==> config.mk <==
export PLATFORM = sky130hd
export DESIGN_NAME = sync_bank
export DESIGN_NICKNAME = d
export VERILOG_FILES = /design/src/rtl/cdc_pkg.sv /design/src/rtl/sync_chain.sv /design/src/rtl/sync_bank.sv
export SDC_FILE = /design/constraint.sdc
export NUM_CORES = 1
export LEC_CHECK = 0
export BUFFER_PORTS_ARGS = -buffer_cell sky130_fd_sc_hd__buf_2
export CELL_PAD_IN_SITES_DETAIL_PLACEMENT = 0
export CELL_PAD_IN_SITES_GLOBAL_PLACEMENT = 1
export CORE_MARGIN = 3
export CORE_UTILIZATION = 34
export DETAILED_ROUTE_END_ITERATION = 8
export GPL_ROUTABILITY_DRIVEN = 0
export PLACE_DENSITY = 0.81
export SLEW_MARGIN = 25
export SYNTH_ARGS = -nofsm -noshare
export SYNTH_HDL_FRONTEND = slang
export SYNTH_SLANG_ARGS = --single-unit
==> constraint.sdc <==
create_clock -name clk2 -period 1 [get_ports clk2]
set_input_delay 0.2 -clock clk2 [delete_from_list [all_inputs] [get_ports clk2]]
set_output_delay 0.2 -clock clk2 [all_outputs]
set_load 0.02 [all_outputs]
==> src/rtl/cdc_pkg.sv <==
// -----------------------------------------------------------------------------
// cdc_pkg
//   Definitions shared by the clock-domain-crossing blocks.
//   MIN_STAGES : fewest synchronizer flops any CDC chain may be built with.
//   stages_ok  : parameter check that every CDC block applies to its chain depth.
// -----------------------------------------------------------------------------
package cdc_pkg;

    localparam int MIN_STAGES = 2;

    function automatic bit stages_ok(input int stages);
        return stages >= MIN_STAGES;
    endfunction

endpackage : cdc_pkg

==> src/rtl/sync_chain.sv <==
// -----------------------------------------------------------------------------
// sync_chain
//   Single-bit synchronizer: a STAGES-deep flop chain clocked by clk2.
//   Parameters: STAGES (chain depth), RST_BIT (value every flop takes on reset).
//   Ports:
//     clk2  in   destination clock, posedge
//     rst   in   synchronous, active-high reset
//     d     in   asynchronous level
//     q     out  last flop of the chain
// -----------------------------------------------------------------------------
module sync_chain
    import cdc_pkg::*;
#(
    parameter int   STAGES  = 2,
    parameter logic RST_BIT = 1'b0
) (
    input  logic clk2,
    input  logic rst,
    input  logic d,
    output logic q
);

    logic [STAGES-1:0] ff;

    always_ff @(posedge clk2) begin
        if (rst) begin
            ff <= {STAGES{RST_BIT}};
        end else begin
            ff <= {ff[STAGES-2:0], d};
        end
    end

    assign q = ff[STAGES-1];

endmodule : sync_chain

==> src/rtl/sync_bank.sv <==
// -----------------------------------------------------------------------------
// sync_bank
//   WIDTH independent level synchronizers into the clk2 domain, with per-channel
//   rise/fall pulses and an aggregate change flag. Channels are independent bits,
//   not a coherent bus.
//
//   Optional feature (macro SYNC_GLITCH_FILTER_EN): each channel is followed by a
//   stability filter; a synchronized change must persist FILT_CYCLES cycles before
//   it reaches g_sync. Without the macro, FILT_CYCLES is unused and no filter
//   state is built.
//
//   Parameters: WIDTH, STAGES (>= cdc_pkg::MIN_STAGES), RESET_VAL, FILT_CYCLES (>=1)
//   Ports:
//     clk2     in   destination clock, posedge
//     rst      in   synchronous, active-high reset
//     g        in   [WIDTH] asynchronous level inputs
//     g_sync   out  [WIDTH] synchronized (optionally filtered) levels
//     g_rise   out  [WIDTH] one-cycle pulse on g_sync 0->1
//     g_fall   out  [WIDTH] one-cycle pulse on g_sync 1->0
//     chg_any  out  any rise or fall this cycle
// -----------------------------------------------------------------------------
module sync_bank
    import cdc_pkg::*;
#(
    parameter int               WIDTH       = 4,
    parameter int               STAGES      = 2,
    parameter logic [WIDTH-1:0] RESET_VAL   = '0,
    parameter int               FILT_CYCLES = 4
) (
    input  logic             clk2,
    input  logic             rst,
    input  logic [WIDTH-1:0] g,
    output logic [WIDTH-1:0] g_sync,
    output logic [WIDTH-1:0] g_rise,
    output logic [WIDTH-1:0] g_fall,
    output logic             chg_any
);

    generate
        if (!stages_ok(STAGES)) begin : g_bad_stages
            $error("sync_bank: STAGES must be at least %0d", MIN_STAGES);
        end
        if (FILT_CYCLES < 1) begin : g_bad_filt
            $error("sync_bank: FILT_CYCLES must be at least 1");
        end
        if (WIDTH < 1) begin : g_bad_width
            $error("sync_bank: WIDTH must be at least 1");
        end
    endgenerate

    logic [WIDTH-1:0] s;

    for (genvar i = 0; i < WIDTH; i++) begin : g_chain
        sync_chain #(
            .STAGES  (STAGES),
            .RST_BIT (RESET_VAL[i])
        ) u_chain (
            .clk2 (clk2),
            .rst  (rst),
            .d    (g[i]),
            .q    (s[i])
        );
    end

`ifdef SYNC_GLITCH_FILTER_EN
    localparam int CW = $clog2(FILT_CYCLES + 1);

    logic [WIDTH-1:0] f;
    logic [CW-1:0]    cnt [WIDTH];

    // The cycle that would take the counter to FILT_CYCLES is the cycle f is
    // updated, so a change lands on g_sync exactly FILT_CYCLES cycles after s.
    always_ff @(posedge clk2) begin
        if (rst) begin
            f <= RESET_VAL;
            for (int i = 0; i < WIDTH; i++) begin
                cnt[i] <= '0;
            end
        end else begin
            for (int i = 0; i < WIDTH; i++) begin
                if (s[i] == f[i]) begin
                    cnt[i] <= '0;
                end else if (cnt[i] == CW'(FILT_CYCLES - 1)) begin
                    f[i]   <= s[i];
                    cnt[i] <= '0;
                end else begin
                    cnt[i] <= cnt[i] + CW'(1);
                end
            end
        end
    end

    assign g_sync = f;
`else
    assign g_sync = s;
`endif

    logic [WIDTH-1:0] g_sync_d;

    // Resetting the delayed copy with g_sync keeps reset from creating an edge.
    always_ff @(posedge clk2) begin
        if (rst) begin
            g_sync_d <= RESET_VAL;
        end else begin
            g_sync_d <= g_sync;
        end
    end

    assign g_rise  = g_sync & ~g_sync_d;
    assign g_fall  = ~g_sync & g_sync_d;
    assign chg_any = |(g_rise | g_fall);

endmodule : sync_bank

==> flow_summary.toml, run 1 <==
[status]
status = "complete, but fails checks"
violations = "negative setup slack"

[logic_synthesis]
netlist_instances = 46
yosysSeqAreaShare_pct = 45.07
yosysMostFrequentCell = "dfxtp_1"
synth_ff_type = "dfxtp_1"
ys_ff_latch = 12
synth_top_area_share_pct = 45.07
postSynthNetCount = 60
async_flop_share_pct = 0
synth_top_cell_by_area = "dfxtp_1"
synth_common_cells = "dfxtp_1 (12), ha_1 (8), inv_1 (8), nor2b_2 (8), buf_4 (4)"
synth_area_um2 = 533.0
syn_avg_cell_area_um2 = 11.59
ys_types = 9
ys_top_cells_by_area = "dfxtp_1 (45%), ha_1 (19%), nor2b_2 (13%)"
yosys_warnings = 0
synth_edf_count = 0

[clock_tree]
cts_root_buffer = "clkbuf_4"
cts_buffers = 3
cts_sinks = 12
clockBufferDepth = 2
cts_tree = "done"
clock_latency_ns = 0.26
cts_max_level = 1
clk_pin_slew_ns = 0.07

[detailed_routing]
via_per_inst = 4.165
drt_iter0_drc = 4
wl_um = 977
wl_met2_um = 489
met1_length_um = 405
wl_per_cell_um = 11.49
dr.pass1.iters = 2
dr.max_layer_used = "met4"
postRouteAntennaNets = 0
drc = 0
wl_met3_um = 68
num_vias = 354

[worst_hold_path]
holdPathStages = 2
worst_hold_path_type = "in2reg"
min_from = "g[2]"
holdPathEnd = "g_chain[2].u_chain.ff[0]"

[sta]
setup_viol_count_final = 12
hold_viol = 0
fin_worst_skew_ns = 0.0001731
rsz0062_at_grt = "true"
slew-limit-headroom_pct = 86.42
finalWorstSetupSlack_ns = -0.3385
fin_crit_sh_pct = 133.8
timing.fmax_mhz = 747.1
maxSlewViolCount = 0
worst_pin_slew_ns = 0.2037
fin_crit_ns = 1.338

[floorplanning]
initial_core_util_pct = 38.55
die_h_um = 45.60
boundaryPins = 19
die_w_um = 45.60
die_area_um2 = 2079
core_um2 = 1383
rows = 13

[global_routing]
grt_pass1_vias = 346
antenna_found_initial = 0
grt_use_total_pct = 10.12
gr-total-overflow = 0
grt_pass1_wl_mm = 1.428
grt_max_degree = 8

[power_and_ir_drop]
ir_drop_mv = 0.8902
p_per_area_nw_per_um2 = 1077
p_leak_nw = 0.3852
power.total_mw = 0.9739

[placement]
place_ws_ns = -0.07089
io_buffers = 18
dp_hpwl_um = 598.1

[cells_and_area]
layout-drive-gt1-share_pct = 92.86
n_antenna_cell = 0
synthToLayoutAreaGrowth_pct = 69.72
nets = 86

[worst_setup_path]
r2r-end = "g_sync_d[3]"
arrival_ns = 1.14
critPathKind = "reg2out"
r2r-start = "g_chain[3].u_chain.ff[1]"
startpoint_type = "register"
cp-startpoint = "g_sync_d[0]"
cp.required_ns = 0.80
cp_max_fo = 2
crit_path_end_kind = "output pin"
r2r_slack_ns = 0.26
reg2regPathDepth = 2

[job]
maxCapViolCount = 0
-- worst max-delay path, stage by stage (launching register included) --
cell     delay (ns)
dfxtp_2        0.35
inv_2          0.05
ha_4           0.24
nand4_1        0.08
buf_4          0.16
-- sequential cells by signal (all words and copies together), names as in the netlist --
name / count
g_chain.u_chain.ff: 8
g_sync_d: 4
-- through the flow --
| stage | TNS, ns | util [%] | std cells | hold WS [ns] | cell area, um2 |
|---|---|---|---|---|---|
| after floorplan | -0.01982 | - | 46 | 0.3292 | 536.8 |
| after global placement | -0.06744 | 47.87 | 80 | 0.4094 | 661.9 |
| after detailed placement | -0.07089 | 47.87 | 80 | 0.4111 | 661.9 |
| after CTS | -1.881 | 62.35 | 83 | 0.1396 | 862.1 |
| after global routing | -2.282 | 65.43 | 85 | 0.1480 | 904.6 |
| final | -1.922 | 65.43 | 85 | 0.1414 | 904.6 |
-- cells by family after synthesis --
group / synth area share (%)
DFF: 45.07
buffers and inverters: 13.38
adders and majority gates: 18.78
and+or+nand+nor: 22.77
-- repair_timing --
action                                  in CTS  in global routing
resized for setup                           53                  8
setup buffers                                0                  2
endpoints found under the setup margin      13                 13
hold buffers                                 0                  0
pin swaps                                    6                  6
-- worst max path at each step --
stage | endpoint | slack, ns | cells past startpoint
2_1_floorplan | chg_any | -0.02 | 3
3_3_place_gp | chg_any | -0.07 | 4
3_5_place_dp | chg_any | -0.07 | 4
4_1_cts | chg_any | -0.34 | 4
5_1_grt | chg_any | -0.37 | 4
6_report | chg_any | -0.34 | 4
-- report_power, final --
| group | total [mW] | switching (mW) | internal, mW |
|---|---|---|---|
| registers | 0.509 | 0.0147 | 0.494 |
| clock network | 0.277 | 0.138 | 0.139 |
| logic | 0.189 | 0.0821 | 0.107 |
-- layout by cell type, fill, tap and decap left out --
cell      instances
nor2b_4           2
and2b_2           2
ha_4              7
buf_4             3
ha_2              1
clkbuf_4          3
nand4_1           1
nor2b_2           8
dfxtp_1           4
dfxtp_2           5
buf_2             5
inv_4             2
dfxtp_4           3
buf_12            1
inv_2             6
buf_6            17
-- routing by layer --
layer | vias to the layer above | GRT usage [%]
li1 | 181 | -
met1 | 159 | 10.07
met2 | 12 | 17.27
met3 | 2 | 2.372
met4 | 0 | 8.772
met5 | - | 0
-- cell type report --
type / instances / area, um2
multi-input cells: 21 / 311.5
clock buffers: 3 / 22.52
inverters: 8 / 35.03
repair buffers: 26 / 259.0
fillers: 101 / 478.0
well taps: 15 / 18.77
flip-flops and latches: 12 / 257.7
(Power assumes the default switching activity.)
==> inputs of run 2 (changes only) <==
==> constraint.sdc (replaced) <==
create_clock -name clk2 -period 1.4 [get_ports clk2]
set_input_delay 0.28 -clock clk2 [delete_from_list [all_inputs] [get_ports clk2]]
set_output_delay 0.28 -clock clk2 [all_outputs]
set_load 0.02 [all_outputs]
==> flow_summary.toml, run 2 (synthesis results as in run 1) <==
[status]
status = "complete, but fails checks"
violations = "negative setup slack"

[floorplanning]
rows = 13
die_area_um2 = 2079
die_w_um = 45.60
die_h_um = 45.60
initial_core_util_pct = 38.55
boundaryPins = 19
core_um2 = 1383

[power_and_ir_drop]
p_per_area_nw_per_um2 = 939.9
ir_drop_mv = 0.5145
p_leak_nw = 0.3360

[cells_and_area]
mostFrequentLayoutCells = "buf_2 (17), nor2b_2 (8), dfxtp_1 (6), dfxtp_2 (6)"
synthToLayoutAreaGrowth_pct = 30.05
largest_reg_flops = 8
nets = 81
regMostFlops = "g_chain.u_chain.ff"
n_antenna_cell = 0
top_regs = "g_chain.u_chain.ff: 8 flops, g_sync_d: 4 flops"
filler_cell_count = 132
layout-drive-gt1-share_pct = 73.85
layout_commonest_cell = "buf_2"
finalNonFillerCells = 80

[clock_tree]
cts_root_buffer = "clkbuf_4"
clock_latency_ns = 0.26
clockBufferDepth = 2
cts_sinks = 12
cts_max_level = 1
clk_pin_slew_ns = 0.07
cts_buffers = 3
hold_buffers = 0
cts_tree = "done"

[worst_setup_path]
critPathMaxStageDelay_ns = 0.33
reg2regPathDepth = 1
r2r_slack_ns = 0.77
r2r-end = "g_sync_d[3]"
arrival_ns = 1.13
critPathKind = "reg2out"
startpoint_type = "register"
r2r-start = "g_chain[3].u_chain.ff[1]"
crit_chain = "inv_2, ha_4, nand4_1, buf_4"
cp.required_ns = 1.12
slowest_stage = "dfxtp_2"
cp-startpoint = "g_sync_d[3]"
crit_path_end_kind = "output pin"
cp_max_fo = 2

[sta]
setup_viol_count_final = 1
fin_crit_sh_pct = 100.7
worst_pin_slew_ns = 0.3270
hold_viol = 0
fin_setup_tns_ns = -0.01006
fin_worst_skew_ns = 0.0004360
maxSlewViolCount = 0
timing.fmax_mhz = 709.2
slew-limit-headroom_pct = 78.20
fin_crit_ns = 1.410
finalWorstSetupSlack_ns = -0.01006
rsz0062_at_grt = "true"

[global_routing]
antenna_found_initial = 0
grt_pass1_vias = 291
gr-total-overflow = 0
grt_use_total_pct = 8.900
grt_max_degree = 13
grt_pass1_wl_mm = 1.228

[worst_hold_path]
worst_hold_path_type = "in2reg"
min_from = "g[1]"
holdPathEnd = "g_chain[1].u_chain.ff[0]"
holdPathStages = 2

[detailed_routing]
drt_iter0_drc = 1
num_vias = 327
via_per_inst = 4.088
wl_um = 710
dr.pass1.iters = 4
drc = 0
postRouteAntennaNets = 0
wl_per_cell_um = 8.875

[job]
maxCapViolCount = 0

[placement]
placed_cells = 74
io_buffers = 18
[run 2: what timing repair did]
action,4_1_cts,5_1_grt
buffers inserted,2,1
pin swaps,5,2
setup endpoints to repair,1,1
resized for setup,11,2
[run 2: critical path, delay by kind of cell (launching register included)]
| family | cells | cell delay, ns |
|---|---|---|
| flip-flops | 1 | 0.33 |
| adder cells (fa/ha/maj) | 1 | 0.25 |
| AND/OR/NAND/NOR | 1 | 0.08 |
| buffers and inverters | 2 | 0.20 |
[run 2: how the worst max path moves through the flow]
stage,end,slack [ns]
2_1_floorplan,chg_any,0.29
3_3_place_gp,chg_any,0.21
3_5_place_dp,chg_any,0.21
4_1_cts,chg_any,-0.02
5_1_grt,chg_any,-0.07
6_report,chg_any,-0.01
[run 2: stage by stage]
step | util [%] | worst slack (ns) | area [um2] | power [mW] | hold WS [ns]
3_3_place_gp | 43.44 | 0.2139 | 600.6 | 0.4494 | 0.4206
4_1_cts | 48.69 | -0.02214 | 673.1 | 0.6597 | 0.2169
5_1_grt | 50.14 | -0.06639 | 693.2 | 0.6848 | 0.2316
3_5_place_dp | 43.44 | 0.2087 | 600.6 | 0.4504 | 0.4286
2_1_floorplan | - | 0.2851 | 533.0 | 0.4353 | 0.4092
6_report | 50.14 | -0.01006 | 693.2 | 0.6515 | 0.2214
[run 2: layer usage]
layer	up-vias	track usage, %	share of wire [%]
li1	172	-	-
met1	137	10.77	43
met2	13	11.42	44
met3	5	2.372	8.6
met4	0	10.53	4.8
met5	-	0	0
[run 2: area by class of cell]
class / count / area [um2] / share of cell area, %
multi-input cells: 21 / 259.0 / 37.36
inverters: 8 / 30.03 / 4.332
clock buffers: 3 / 22.52 / 3.249
well taps: 15 / 18.77 / 2.708
flip-flops and latches: 12 / 247.7 / 35.74
repair buffers: 21 / 115.1 / 16.61
[run 2: where the power goes]
part / internal [mW] / switching, mW / total [mW]
registers: 0.356 / 0.00844 / 0.365
clock network: 0.0993 / 0.0985 / 0.198
logic: 0.0428 / 0.0462 / 0.0890
